<file path="config.mk">
export PLATFORM = sky130hd
export DESIGN_NAME = gate_stream_scheduler_flat
export DESIGN_NICKNAME = d
export VERILOG_FILES = /design/src/rtl/gate_stream_if.sv /design/src/rtl/gate_stream_scheduler.sv /design/src/flat_wrapper.sv
export SDC_FILE = /design/constraint.sdc
export NUM_CORES = 1
export LEC_CHECK = 0
export CORE_ASPECT_RATIO = 0.9
export CORE_MARGIN = 2
export CORE_UTILIZATION = 38
export DETAILED_ROUTE_END_ITERATION = 8
export GPL_TIMING_DRIVEN = 0
export PLACE_DENSITY_LB_ADDON = 0.1
export SETUP_SLACK_MARGIN = 0.15
export SLEW_MARGIN = 20
export SYNTH_ARGS = -nofsm -noshare
export SYNTH_HDL_FRONTEND = slang
export SYNTH_SLANG_ARGS = --single-unit
</file>
<file path="constraint.sdc">
create_clock -name clk -period 3.3 [get_ports clk]
set_input_delay 0.825 -clock clk [delete_from_list [all_inputs] [get_ports clk]]
set_output_delay 0.825 -clock clk [all_outputs]
set_load 0.02 [all_outputs]
</file>
<file path="src/rtl/gate_stream_if.sv">
// Signal bundle around gate_stream_scheduler: run control, upstream cell stream,
// serial gate decoder handshake and the matrix offer to the state-vector multiplier.
interface gate_stream_if #(
  parameter int unsigned NUMBER_BITS = 37,
  parameter int unsigned COUNT_BITS  = 8
);
  logic                          start;
  logic [COUNT_BITS-1:0]         gate_count;
  logic                          busy;
  logic                          done;
  logic                          error;
  logic [COUNT_BITS-1:0]         gate_index;

  logic                          src_valid;
  logic signed [NUMBER_BITS-1:0] src_data;
  logic                          src_ready;

  logic                          dec_reset;
  logic signed [NUMBER_BITS-1:0] dec_cell;
  logic                          dec_ready;
  logic                          dec_needs_number;
  logic                          dec_done;

  logic                          apply_valid;
  logic                          apply_ready;

  modport slave (
    input  start, gate_count, src_valid, src_data, dec_needs_number, dec_done, apply_ready,
    output busy, done, error, gate_index, src_ready, dec_reset, dec_cell, dec_ready, apply_valid
  );

  modport master (
    output start, gate_count, src_valid, src_data, dec_needs_number, dec_done, apply_ready,
    input  busy, done, error, gate_index, src_ready, dec_reset, dec_cell, dec_ready, apply_valid
  );
endinterface

</file>
<file path="src/rtl/gate_stream_scheduler.sv">
// Sequences the serial 2x2 gate decoder over a run of gates. Optional source-stall
// fault detection is compiled in with the GATE_TIMEOUT_EN macro.
module gate_stream_scheduler #(
  parameter int unsigned NUMBER_BITS    = 37,
  parameter int unsigned COUNT_BITS     = 8,
  parameter int unsigned TIMEOUT_CYCLES = 1024
) (
  input logic          clk,
  input logic          reset_n,
  gate_stream_if.slave bus
);

`ifdef GATE_TIMEOUT_EN
  typedef enum logic [2:0] {StIdle, StClear, StLoad, StApply, StFault} state_e;
  localparam int unsigned StallBits = $clog2(TIMEOUT_CYCLES + 1);
  logic [StallBits-1:0] stall_q, stall_d;
`else
  typedef enum logic [1:0] {StIdle, StClear, StLoad, StApply} state_e;
`endif

  state_e                state_q, state_d;
  logic [COUNT_BITS-1:0] count_q, count_d;
  logic [COUNT_BITS-1:0] index_q, index_d;
  logic                  credit_q, credit_d;
  logic                  done_q, done_d;

  logic src_ready;
  logic xfer;
  logic apply_hs;
  logic last_gate;

  // Credit remembers a decoder request that arrived while the source had nothing to give.
  assign src_ready = reset_n && (state_q == StLoad) && (credit_q || bus.dec_needs_number);
  assign xfer      = src_ready && bus.src_valid;
  assign apply_hs  = reset_n && (state_q == StApply) && bus.apply_ready;
  assign last_gate = (index_q == count_q - COUNT_BITS'(1));

  always_comb begin
    state_d  = state_q;
    count_d  = count_q;
    index_d  = index_q;
    credit_d = credit_q;
    done_d   = 1'b0;
`ifdef GATE_TIMEOUT_EN
    stall_d  = '0;
`endif
    unique case (state_q)
      StIdle: begin
        credit_d = 1'b0;
        if (bus.start) begin
          if (bus.gate_count != '0) begin
            count_d = bus.gate_count;
            index_d = '0;
            state_d = StClear;
          end else begin
            done_d = 1'b1;
          end
        end
      end
      StClear: begin
        credit_d = 1'b0;
        state_d  = StLoad;
      end
      StLoad: begin
        if (xfer) begin
          credit_d = 1'b0;
        end else if (bus.dec_needs_number) begin
          credit_d = 1'b1;
        end
        if (bus.dec_done) begin
          credit_d = 1'b0;
          state_d  = StApply;
        end
`ifdef GATE_TIMEOUT_EN
        else if (src_ready && !bus.src_valid) begin
          stall_d = stall_q + 1'b1;
          if (stall_q == StallBits'(TIMEOUT_CYCLES - 1)) begin
            state_d = StFault;
          end
        end
`endif
      end
      StApply: begin
        if (apply_hs) begin
          if (last_gate) begin
            state_d = StIdle;
            done_d  = 1'b1;
          end else begin
            index_d = index_q + 1'b1;
            state_d = StClear;
          end
        end
      end
      default: begin
        state_d = state_q;
      end
    endcase
  end

  always_ff @(posedge clk) begin
    if (!reset_n) begin
      state_q  <= StIdle;
      count_q  <= '0;
      index_q  <= '0;
      credit_q <= 1'b0;
      done_q   <= 1'b0;
`ifdef GATE_TIMEOUT_EN
      stall_q  <= '0;
`endif
    end else begin
      state_q  <= state_d;
      count_q  <= count_d;
      index_q  <= index_d;
      credit_q <= credit_d;
      done_q   <= done_d;
`ifdef GATE_TIMEOUT_EN
      stall_q  <= stall_d;
`endif
    end
  end

  // Outputs are forced low while reset is asserted; the decoder is held in reset alongside.
  assign bus.src_ready   = src_ready;
  assign bus.dec_ready   = xfer;
  assign bus.dec_cell    = reset_n ? bus.src_data : '0;
  assign bus.dec_reset   = !reset_n || (state_q == StClear);
  assign bus.apply_valid = reset_n && (state_q == StApply);
  assign bus.gate_index  = reset_n ? index_q : '0;
  assign bus.busy        = reset_n && (state_q inside {StClear, StLoad, StApply});
  assign bus.done        = reset_n && done_q;
`ifdef GATE_TIMEOUT_EN
  assign bus.error       = reset_n && (state_q == StFault);
`else
  assign bus.error       = 1'b0;
`endif

endmodule

</file>
<file path="src/flat_wrapper.sv">
// flat-port wrapper written by rule: the top's interface ports become plain ports
module gate_stream_scheduler_flat 
#(
  parameter int unsigned NUMBER_BITS    = 37,
  parameter int unsigned COUNT_BITS     = 8,
  parameter int unsigned TIMEOUT_CYCLES = 1024
)
  (clk, reset_n, bus_start, bus_gate_count, bus_src_valid, bus_src_data, bus_dec_needs_number, bus_dec_done, bus_apply_ready, bus_busy, bus_done, bus_error, bus_gate_index, bus_src_ready, bus_dec_reset, bus_dec_cell, bus_dec_ready, bus_apply_valid);
  gate_stream_if #(.NUMBER_BITS(NUMBER_BITS), .COUNT_BITS(COUNT_BITS)) bus_i ();
  input logic clk;
  input logic reset_n;
  input wire logic [$bits(bus_i.start)-1:0] bus_start;
  input wire logic [$bits(bus_i.gate_count)-1:0] bus_gate_count;
  input wire logic [$bits(bus_i.src_valid)-1:0] bus_src_valid;
  input wire logic [$bits(bus_i.src_data)-1:0] bus_src_data;
  input wire logic [$bits(bus_i.dec_needs_number)-1:0] bus_dec_needs_number;
  input wire logic [$bits(bus_i.dec_done)-1:0] bus_dec_done;
  input wire logic [$bits(bus_i.apply_ready)-1:0] bus_apply_ready;
  output wire logic [$bits(bus_i.busy)-1:0] bus_busy;
  output wire logic [$bits(bus_i.done)-1:0] bus_done;
  output wire logic [$bits(bus_i.error)-1:0] bus_error;
  output wire logic [$bits(bus_i.gate_index)-1:0] bus_gate_index;
  output wire logic [$bits(bus_i.src_ready)-1:0] bus_src_ready;
  output wire logic [$bits(bus_i.dec_reset)-1:0] bus_dec_reset;
  output wire logic [$bits(bus_i.dec_cell)-1:0] bus_dec_cell;
  output wire logic [$bits(bus_i.dec_ready)-1:0] bus_dec_ready;
  output wire logic [$bits(bus_i.apply_valid)-1:0] bus_apply_valid;
  assign bus_i.start = bus_start;
  assign bus_i.gate_count = bus_gate_count;
  assign bus_i.src_valid = bus_src_valid;
  assign bus_i.src_data = bus_src_data;
  assign bus_i.dec_needs_number = bus_dec_needs_number;
  assign bus_i.dec_done = bus_dec_done;
  assign bus_i.apply_ready = bus_apply_ready;
  assign bus_busy = bus_i.busy;
  assign bus_done = bus_i.done;
  assign bus_error = bus_i.error;
  assign bus_gate_index = bus_i.gate_index;
  assign bus_src_ready = bus_i.src_ready;
  assign bus_dec_reset = bus_i.dec_reset;
  assign bus_dec_cell = bus_i.dec_cell;
  assign bus_dec_ready = bus_i.dec_ready;
  assign bus_apply_valid = bus_i.apply_valid;
  gate_stream_scheduler #(.NUMBER_BITS(NUMBER_BITS), .COUNT_BITS(COUNT_BITS), .TIMEOUT_CYCLES(TIMEOUT_CYCLES)) u_core (.clk(clk), .reset_n(reset_n), .bus(bus_i));
endmodule
</file>
### Word level (Yosys, flattened, before mapping)

Cells that the tools add are included.

* $add $sub $neg: 2
* bitwise gates (word level): 0
* multiply operators: 0
* equality and inequality tests: 10
* shifts and indexed selects: 0
* reductions and logical operators: 20
* muxes and demuxes: 22
* magnitude comparators: 0
* div/mod/pow operators: 0

Operators with widths (count)
* 8-bit two-way mux: 5
* 37-bit two-way mux: 1
* 8-bit one-hot mux with 2 select lines: 1
* 8-bit by 1-bit adder with 8-bit output, second input constant: 1
* 8-bit equality test: 1
* 1-bit two-way mux: 8
* 2-bit two-way mux: 4
* 2-bit one-hot mux with 4 select lines: 1
* 8-bit nonzero test: 1
* 8-bit by 1-bit subtractor with 8-bit output, second input constant: 1
* 1-bit logical AND: 7
* 2-bit != test, second input constant: 3
* 5-bit AND reduction: 1
* 2-bit equality test, second input constant: 2
* 2-bit by 1-bit != test with 1-bit output, second input constant: 2
* 4-bit != test, second input constant: 1
* 1-bit one-hot mux with 2 select lines: 2
* 4-bit AND reduction: 1
* 2-bit nonzero test: 2
* 3-bit AND reduction: 1
* 3-bit nonzero test: 1
* 2-bit by 1-bit equality test with 1-bit output, second input constant: 1
* 2-bit zero test: 1
* 1-bit logical OR: 2
* other kinds (3): 3

* latch bits: 0
* word-level logic and storage cells: 59
* memories: 0
* bits of input ports: 52
* memory bits (writable): 0
* ROM bits: 0
* flip-flop bits (word level): 20
* output and inout port bits: 52

### Logic depth before layout (Yosys ltp)

Gate-level depths: netlist (run 1).

* depth in word-level cells: 7
* depth in mapped cells: 9
* mapped depth without buffers: 9

### Least setup slack after synthesis (run 1)

OpenSTA, ideal clock, no wires.

* kind: input -> output
* start: input port reset_n
* end: output port bus_dec_cell[33]
* path slack: 0.622 ns
* buffers on the path: 3
* required time: 2.475 ns
* arrival: 1.853 ns
* cell stages on the path: 4
* cells stage by stage: clkbuf_1 clkdlybuf4s25_1 clkbuf_8 and2_1

* longest elaborated chain between the ends: 1

RTL lines
* start: declaration: RTL line flat_wrapper.sv:11 `input logic reset_n;`
* 37-bit two-way mux: RTL line gate_stream_scheduler.sv:125 `assign bus.dec_cell = reset_n ? bus.src_data : '0;`
* end: declaration: RTL line flat_wrapper.sv:25 `output wire logic [$bits(bus_i.dec_cell)-1:0] bus_dec_cell;`

No other way between the ends.

### Worst setup path after layout (run 1)

* start: input port bus_dec_needs_number
* end: output port bus_dec_ready

* longest elaborated chain between the ends: 3

RTL lines
* start: declaration: RTL line flat_wrapper.sv:16 `input wire logic [$bits(bus_i.dec_needs_number)-1:0] bus_dec_needs_number;`
* 1-bit logical OR: RTL line gate_stream_scheduler.sv:33 `assign src_ready = reset_n && (state_q == StLoad) && (credit_q || bus.dec_needs_number);`
* 1-bit logical AND: RTL line gate_stream_scheduler.sv:33
* 1-bit logical AND: RTL line gate_stream_scheduler.sv:34 `assign xfer = src_ready && bus.src_valid;`
* end: declaration: RTL line flat_wrapper.sv:26 `output wire logic [$bits(bus_i.dec_ready)-1:0] bus_dec_ready;`

No other way between the ends.

==> results of run 1 <==
[metrics by stage]
| step | util | TNS, ps |
|---|---|---|
| detailed placement | 0.6407 | -531.5 |
| CTS | 0.6536 | 0 |
| floorplan | - | 0 |
| global placement | 0.6407 | -508.9 |
| finish | 0.6522 | 0 |
| global route | 0.6522 | 0 |
[power groups by stage]
stage               Clock [W]  Combinational, W  Sequential [W]
global placement            0          0.000553        0.000316
CTS                  0.000196          0.000562        0.000310
finish               0.000190          0.000562        0.000311
floorplan                   0          0.000368        0.000306
global route         0.000207          0.000614        0.000316
detailed placement          0          0.000557        0.000316
[worst paths after layout]
path	start	endpoint	slack, ps	cells past startpoint
worst max-delay path	bus_dec_needs_number	bus_dec_ready	290	5
worst min-delay path	u_core.credit_q	u_core.credit_q	540	2
worst max register to register	u_core.count_q[0]	u_core.index_q[3]	720	8
worst min register to register	u_core.credit_q	u_core.credit_q	540	2
[worst max-delay path, cell delays in order]
cell and delay [ps]:
sky130_fd_sc_hd__clkdlybuf4s50_1 470, sky130_fd_sc_hd__o211a_1 160, sky130_fd_sc_hd__nand2_1 70, sky130_fd_sc_hd__inv_1 50
sky130_fd_sc_hd__clkdlybuf4s50_1 600
[flip-flops by register name (all words and copies together), names as in the netlist]
name / count
u_core.count_q: 8
u_core.index_q: 8
u_core.credit_q: 1
u_core.state_q: 2
u_core.done_q: 1
[kinds of logic after synthesis]
family | share of synthesized area
AO/OA/AOI/OAI | 0.1888
XOR/XNOR | 0.04456
adder cells (fa/ha/maj) | 0.04950
buffers and inverters | 0.06011
flip-flops | 0.2263
multiplexers | 0.04526
other | 0.002120
AND/OR/NAND/NOR | 0.3833
[synth_stat cells (all sizes together) (3+ instances only)]
cell type,instances,area share
and2,48,0.17
nand2,22,0.047
dfxtp,20,0.23
nor2b,14,0.050
a21oi,13,0.041
clkbuf,9,0.025
nor2,9,0.019
mux2i,8,0.045
xnor2,8,0.040
ha,7,0.050
o21a,7,0.030
inv,6,0.013
o21ai,6,0.017
nand3,5,0.014
a22o,4,0.020
and2b,4,0.018
buf,4,0.017
nor4,4,0.014
a21boi,3,0.015
[timing repair]
item	in CTS	in global routing
cloned	0	0
endpoints found under the setup margin	3	3
gates resized for setup	4	2
hold endpoints to repair	0	0
[area by class of cell]
cell class / instances / area share
clock buffers: 4 / 0.01892
flip-flops and latches: 20 / 0.1376
inverters: 6 / 0.007742
well taps: 62 / 0.02667
multi-input cells: 189 / 0.4340
repair buffers: 101 / 0.3475
plain buffers: 14 / 0.02753
[metal layers]
metal / track usage / vias to the layer above / routed length [µm]
li1: - / 980 / -
met1: 0.2766 / 835 / 2581
met2: 0.3560 / 51 / 2471
met3: 0.03776 / 4 / 228
met4: 0.02273 / 0 / 41
met5: 0 / - / 0
==> summary.md, run 1 <==
The flow ran to the end, and the final reports show no timing, DRC or antenna violations. Number of routed nets with antenna violations: 0. After the flow finishes, the layout carries non-filler instances totaling 396. The number of CTS-inserted buffers is 3, and the power density over cell area is 365.1 nW/µm². The run gives 0.0004065 W as the power spent charging and discharging nets. The initial cell density of the core is 0.3966, and the half-perimeter wire length of the detailed placement result is 4.398 mm. Synthesis produced a netlist whose cell count is 229.

The insertion delay to the later sink of the worst-skew pair was 260 ps; the total number of vias was 1870. The filler cells instantiated in the layout total 407. The analysis attributes to cell leakage a power of 1.139 nW. Averaged over all synthesized cells, the footprint is 7.726 µm². Clock-pin slew was measured on the worst setup and hold paths at 70 ps.

The placed instance count is 392. By startpoint and endpoint, the worst setup path is classified as input pin to primary output. The global route total overflow is 0. The number of hold buffers added after CTS was 0. Relative to the synthesized area, the layout overhead comes to 64.43%. The worst-case IR drop observed on VDD is 288.3 µV. The synthesized design contains 0 enable-type register cells.

The run gives 1602 as the via count of the first global-routing pass. The final setup skew is 2.249 ps, and the internal portion of total power is 0.0006557 W. Setup violations remaining at the end of the flow were counted as 0. The share of flip-flops with an asynchronous set or reset came out at 0. For the combined area of the multi-input logic cells, the log shows 1262 µm².

Startpoint type of the worst setup path: an input pin. The number of nets in the synthesized netlist was 288; the final net count was 394. The depth of the CTS H-tree came out at 1. The most used flip-flop cell after synthesis is sky130_fd_sc_hd__dfxtp_1. The tools report the worst hold slack as 539.2 ps.

The chip width is 75.93 µm, and the maximum clock frequency is 332.0 MHz. The area of the mapped netlist came out at 1769 µm². Of all nets on the critical path, the largest fanout is 2. The die outline height works out to 68.73 µm. The tools report the critical path capture point type as a primary output. The logs give 0.5935 for the tightest slew margin relative to the limit and 12 for the pin count of the biggest net entering global routing.

Pin placement for this block handled 104 I/O pins. In this run the post-CTS setup repair buffer count came out at 0. The core region is 4461 µm². Summing internal, switching and leakage power gives 0.001062 W.

Using the TritonRoute via totals, the vias-per-cell ratio works out to 4.722. The total non-filler cell area in the finished layout came out at 2909 µm². TritonCTS built the clock tree.

After layout, the worst setup slack is 288.1 ps. For the worst setup path, the data required time is 2470 ps. The portion of total power attributed to the clock network is 0.179. Summing all flip-flop and latch instances after layout gives 400.4 µm².

The tool flagged a number of max-cap violations equal to 0. Setup repair after global routing left no endpoint under its margin. The run gives 0 as the count of inserted antenna diode cells. The number of hold-slack violations in the final timing report was 0. Initial antenna violation count: 0.

The routed wire length per instance is 13.44 µm. The top cell types in the final layout, fill and taps aside, are sky130_fd_sc_hd__clkdlybuf4s50_1, sky130_fd_sc_hd__and2_1, sky130_fd_sc_hd__nand2_1. The worst path needs 3012 ps of the cycle, external delays included.

For this run, the number of Yosys warnings is 0. For the wire length of the first global-routing pass, the log shows 8.473 mm. The tools report the pre-CTS setup slack as -191.0 ps. The share of the clock period used by the worst path came out at 0.9127. The share of cells above drive strength 1 is 0.06287, and the global-route usage over all layers is 0.2041.

Leaving out fill and tap cells, the most frequent cell in the layout is sky130_fd_sc_hd__clkdlybuf4s50_1. The fraction of power spent switching nets is 0.3827, and the count of unique library cells instantiated by Yosys is 47. The number of search-and-repair iterations in the first detailed-routing pass is 4, and the fraction of power consumed by combinational cells is 0.529. The die covers 5218 µm².

The critical path arrival came out at 2190 ps. Number of core rows: 23. The count of state elements after synthesis is 20, and the number of pins exceeding their max-slew limit in the final report is 0. The logs give 2 for the maximum buffer depth of the clock tree and 0.9037 for the global placement routability congestion. The detailed router finished its first iteration with 134 violations. The tree built by TritonCTS fans out to 20 sinks. The classification of the worst-slack hold path is flip-flop to flip-flop.

The run gives 0.2263 as the register area share after synthesis. The total wire length is 5.323 mm. For the sequential share of power, the log shows 0.292. Root buffer selected by CTS: sky130_fd_sc_hd__clkbuf_8.

The instance area after placement came out at 2858 µm². The port buffer count came out at 101. For the pin with the worst max-slew slack, the measured transition is 603.3 ps. The final routed DRC violation total was 0.
No activity file was read; power rests on OpenSTA's default activity.
==> inputs of run 2 (changes only) <==
--- a/config.mk
+++ b/config.mk
@@ -7,7 +7,7 @@
 export LEC_CHECK = 0
 export CORE_ASPECT_RATIO = 0.9
 export CORE_MARGIN = 2
-export CORE_UTILIZATION = 38
+export CORE_UTILIZATION = 41
 export DETAILED_ROUTE_END_ITERATION = 8
 export GPL_TIMING_DRIVEN = 0
 export PLACE_DENSITY_LB_ADDON = 0.1
==> constraint.sdc (replaced) <==
create_clock -name clk -period 3.7 [get_ports clk]
set_input_delay 0.925 -clock clk [delete_from_list [all_inputs] [get_ports clk]]
set_output_delay 0.925 -clock clk [all_outputs]
set_load 0.02 [all_outputs]
==> run 2 against run 1 <==
  * Combinational power down 11%
  * Non-clock buffer count unchanged
  * Critical path depth unchanged
  * Hold slack better by 3.9 ps
  * Sequential share of layout area up 0.12 points
  * Global-route usage up 2.8 points
  * Wire length up 1.4%
  * Largest cell class unchanged
  * Largest power group unchanged
  * Highest routed layer unchanged
==> summary.md, run 2 (synthesized netlist as in run 1, its figures left out) <==
The area overhead of the layout relative to synthesis was 63.01% (was 64.43%). Setup repair after global routing left no endpoint under its margin. The run gives 300.2 µV (was 288.3 µV) as the maximum VDD drop.

The share of cells above drive strength 1 is 0.06006 (was 0.06287). The number of core rows is 22 (was 23). Portion of total power attributed to the clock network: 0.154 (was 0.179). Port buffer count: 101 (unchanged). Mean number of vias per cell: 5.063 (was 4.722).

The largest fanout on the critical path was 10 (was 2); the initial antenna violation count was 0 (unchanged). Critical path capture point type: a primary output (unchanged). The initial cell density of the core is 0.4314 (was 0.3966), and the clock sink total is 20 (unchanged).

The final routed DRC violation total is 0 (unchanged). The global-route usage over all layers was 0.2323 (was 0.2041); the fraction of power spent switching nets was 0.3905 (was 0.3827). Series of cell instances along the critical path: clkbuf_2 > clkdlybuf4s15_2 > clkbuf_8 > and2_1 > clkdlybuf4s50_1 (was clkdlybuf4s50_1 > o211a_1 > nand2_1 > inv_1 > clkdlybuf4s50_1). The setup total negative slack is 0 ps (unchanged), and the count of filler cells inserted in the layout is 349 (was 407).

The insertion delay to the later sink of the worst-skew pair was 260 ps (about the same); the tightest slew margin relative to the limit was 0.5861 (was 0.5935). The logs give 2 (unchanged) for the maximum buffer depth of the clock tree and 0 (unchanged) for the count of inserted antenna diode cells. The die area is 4857 µm² (was 5218 µm²), and the static leakage is 1.133 nW (was 1.139 nW).

The global route total overflow was 0 (unchanged); the wire length of the first global-routing pass was 8.783 mm (was 8.473 mm). The total wire length was 5.396 mm (was 5.323 mm). The power spent charging and discharging nets was 0.0003603 W (was 0.0004065 W). Utilization after layout: 0.7032 (was 0.6522).

TritonCTS built the clock tree. The routed wire length per instance was 14.16 µm (was 13.44 µm); the transition time at the pin with the least slew margin was 614.4 ps (was 603.3 ps). For the number of pins exceeding their max-slew limit in the final report, the log shows 0 (unchanged). The maximum single-stage delay on the critical path was 600 ps (about the same); the critical path arrival was 2380 ps (was 2190 ps). Top flop regs: u_core.count_q (8), u_core.index_q (8), u_core.state_q (2) (unchanged).

The combined buffer and inverter count along the critical path was 4 (was 3); the power density over cell area was 319.9 nW/µm² (was 365.1 nW/µm²). Based on the critical path, the design can be clocked at up to 302.3 MHz. For the sequential share of power, the log shows 0.303 (was 0.292). Commonest cells after routing, fill and taps aside: sky130_fd_sc_hd__clkdlybuf4s50_1, sky130_fd_sc_hd__and2_1, sky130_fd_sc_hd__nand2_1 (unchanged). Share of the clock period used by the worst path: 0.8940.

For the fraction of power consumed by combinational cells, the log shows 0.542 (was 0.529). The final setup skew came out at 2.706 ps (was 2.249 ps). The flow ran to the end, and the final reports show no timing, DRC or antenna violations.

Largest delay contributor family on the critical path: buffers and inverters (unchanged). Number of search-and-repair iterations in the first detailed-routing pass: 4 (unchanged). The run gives 4.367 mm (was 4.398 mm) as the half-perimeter wire length of the detailed placement result. The number of hold-slack violations in the final timing report was 0 (unchanged); the post-layout minimum cycle time was 3308 ps. The clock slew seen by the registers of the worst setup and hold paths is 70 ps (about the same). The run gives 1807 (was 1602) as the via count of the first global-routing pass.

The root buffer selected by CTS was sky130_fd_sc_hd__clkbuf_8 (unchanged). The total number of vias is 1929 (was 1870). The logs give 543.0 ps (was 539.2 ps) for the worst hold slack and 11 (was 12) for the pin count of the biggest net entering global routing. The count of maximum capacitance violations came out at 0 (unchanged). The count of hold-fix buffers inserted at cts was 0 (unchanged); the required time of the worst setup path was 2770 ps (was 2470 ps). The number of CTS-inserted buffers came out at 3 (unchanged).

Most common cell after layout, fill and taps aside: sky130_fd_sc_hd__clkdlybuf4s50_1 (unchanged). The number of routed nets with antenna violations is 0 (unchanged), and the die outline height is 66.32 µm (was 68.73 µm). The tools report the area of the placeable core as 4101 µm² (was 4461 µm²).

Internal portion of total power: 0.0005624 W (was 0.0006557 W). The slowest cell on the critical path was sky130_fd_sc_hd__clkdlybuf4s50_1 (unchanged). For the violation count after the first detailed-routing iteration, the log shows 74 (was 134). Start-to-end type of the worst setup path: input pin to primary output (unchanged). The final net count was 394 (unchanged); the depth of the CTS H-tree was 1 (unchanged). For the count of boundary I/O pins, the log shows 104 (unchanged). Classification of the worst-slack hold path: flip-flop to flip-flop (unchanged).

The chip width is 73.24 µm (was 75.93 µm). The tools report the startpoint type of the worst setup path as an input pin (unchanged). The number of setup violations in the final report is 0 (unchanged), and the global placement routability congestion is 0.8900 (was 0.9037).
-- run 2: changes by cell type in the layout (fill, tap and decap cells not counted) --
cell and delta:
sky130_fd_sc_hd__clkdlybuf4s15_2 +1, sky130_fd_sc_hd__clkbuf_8 -1, sky130_fd_sc_hd__buf_2 -1
-- run 2: final timing paths --
| kind | from | endpoint | slack, ps | cells after the start |
|---|---|---|---|---|
| hold / removal | u_core.credit_q | u_core.credit_q | 540 | 2 |
| setup / recovery | reset_n | bus_dec_cell[34] | 390 | 5 |
| hold reg to reg | u_core.credit_q | u_core.credit_q | 540 | 2 |
| setup reg to reg | u_core.count_q[0] | u_core.index_q[7] | 1130 | 8 |
-- run 2: power groups by stage --
stage / Combinational [W] / Sequential, W / Clock [W]
after floorplan: 0.000328 / 0.000273 / 0
after global placement: 0.000488 / 0.000282 / 0
after detailed placement: 0.000497 / 0.000284 / 0
after CTS: 0.000500 / 0.000279 / 0.000144
after global routing: 0.000548 / 0.000285 / 0.000152
final: 0.000500 / 0.000280 / 0.000142
-- run 2: repair_timing --
item,CTS,global route
setup endpoints to repair,3,3
resized for setup,3,2
setup buffers,0,0
-- run 2: layout make-up --
class,instances,area (µm²),share of cell area
multi-input cells,189,1262,0.4377
plain buffers,14,86.33,0.02993
repair buffers,101,1011,0.3505
flip-flops and latches,20,400.4,0.1388
well taps,48,60.06,0.02082
clock buffers,3,41.29,0.01432
inverters,6,22.52,0.007809
-- run 2: stage by stage --
step | worst slack, ps | power [W] | area, µm² | cells
2_1_floorplan | 822.4 | 0.0006013 | 1769 | 229
3_3_place_gp | 42.54 | 0.0007703 | 2840 | 378
3_5_place_dp | 23.03 | 0.0007811 | 2840 | 378
4_1_cts | 219.0 | 0.0009234 | 2883 | 381
5_1_grt | 287.8 | 0.0009860 | 2884 | 381
6_report | 392.1 | 0.0009227 | 2884 | 381
-- run 2: metal layers --
metal | GRT usage | vias up | wire [µm]
li1 | - | 983 | -
met1 | 0.2971 | 883 | 2461
met2 | 0.3998 | 57 | 2612
met3 | 0.05183 | 6 | 269
met4 | 0.04167 | 0 | 51
met5 | 0 | - | 0
-- run 2: worst min-delay path, cell delays in order, from the launching register on --
cell and delay, ps:
sky130_fd_sc_hd__dfxtp_1 330, sky130_fd_sc_hd__o21ai_0 80, sky130_fd_sc_hd__nor2_1 90
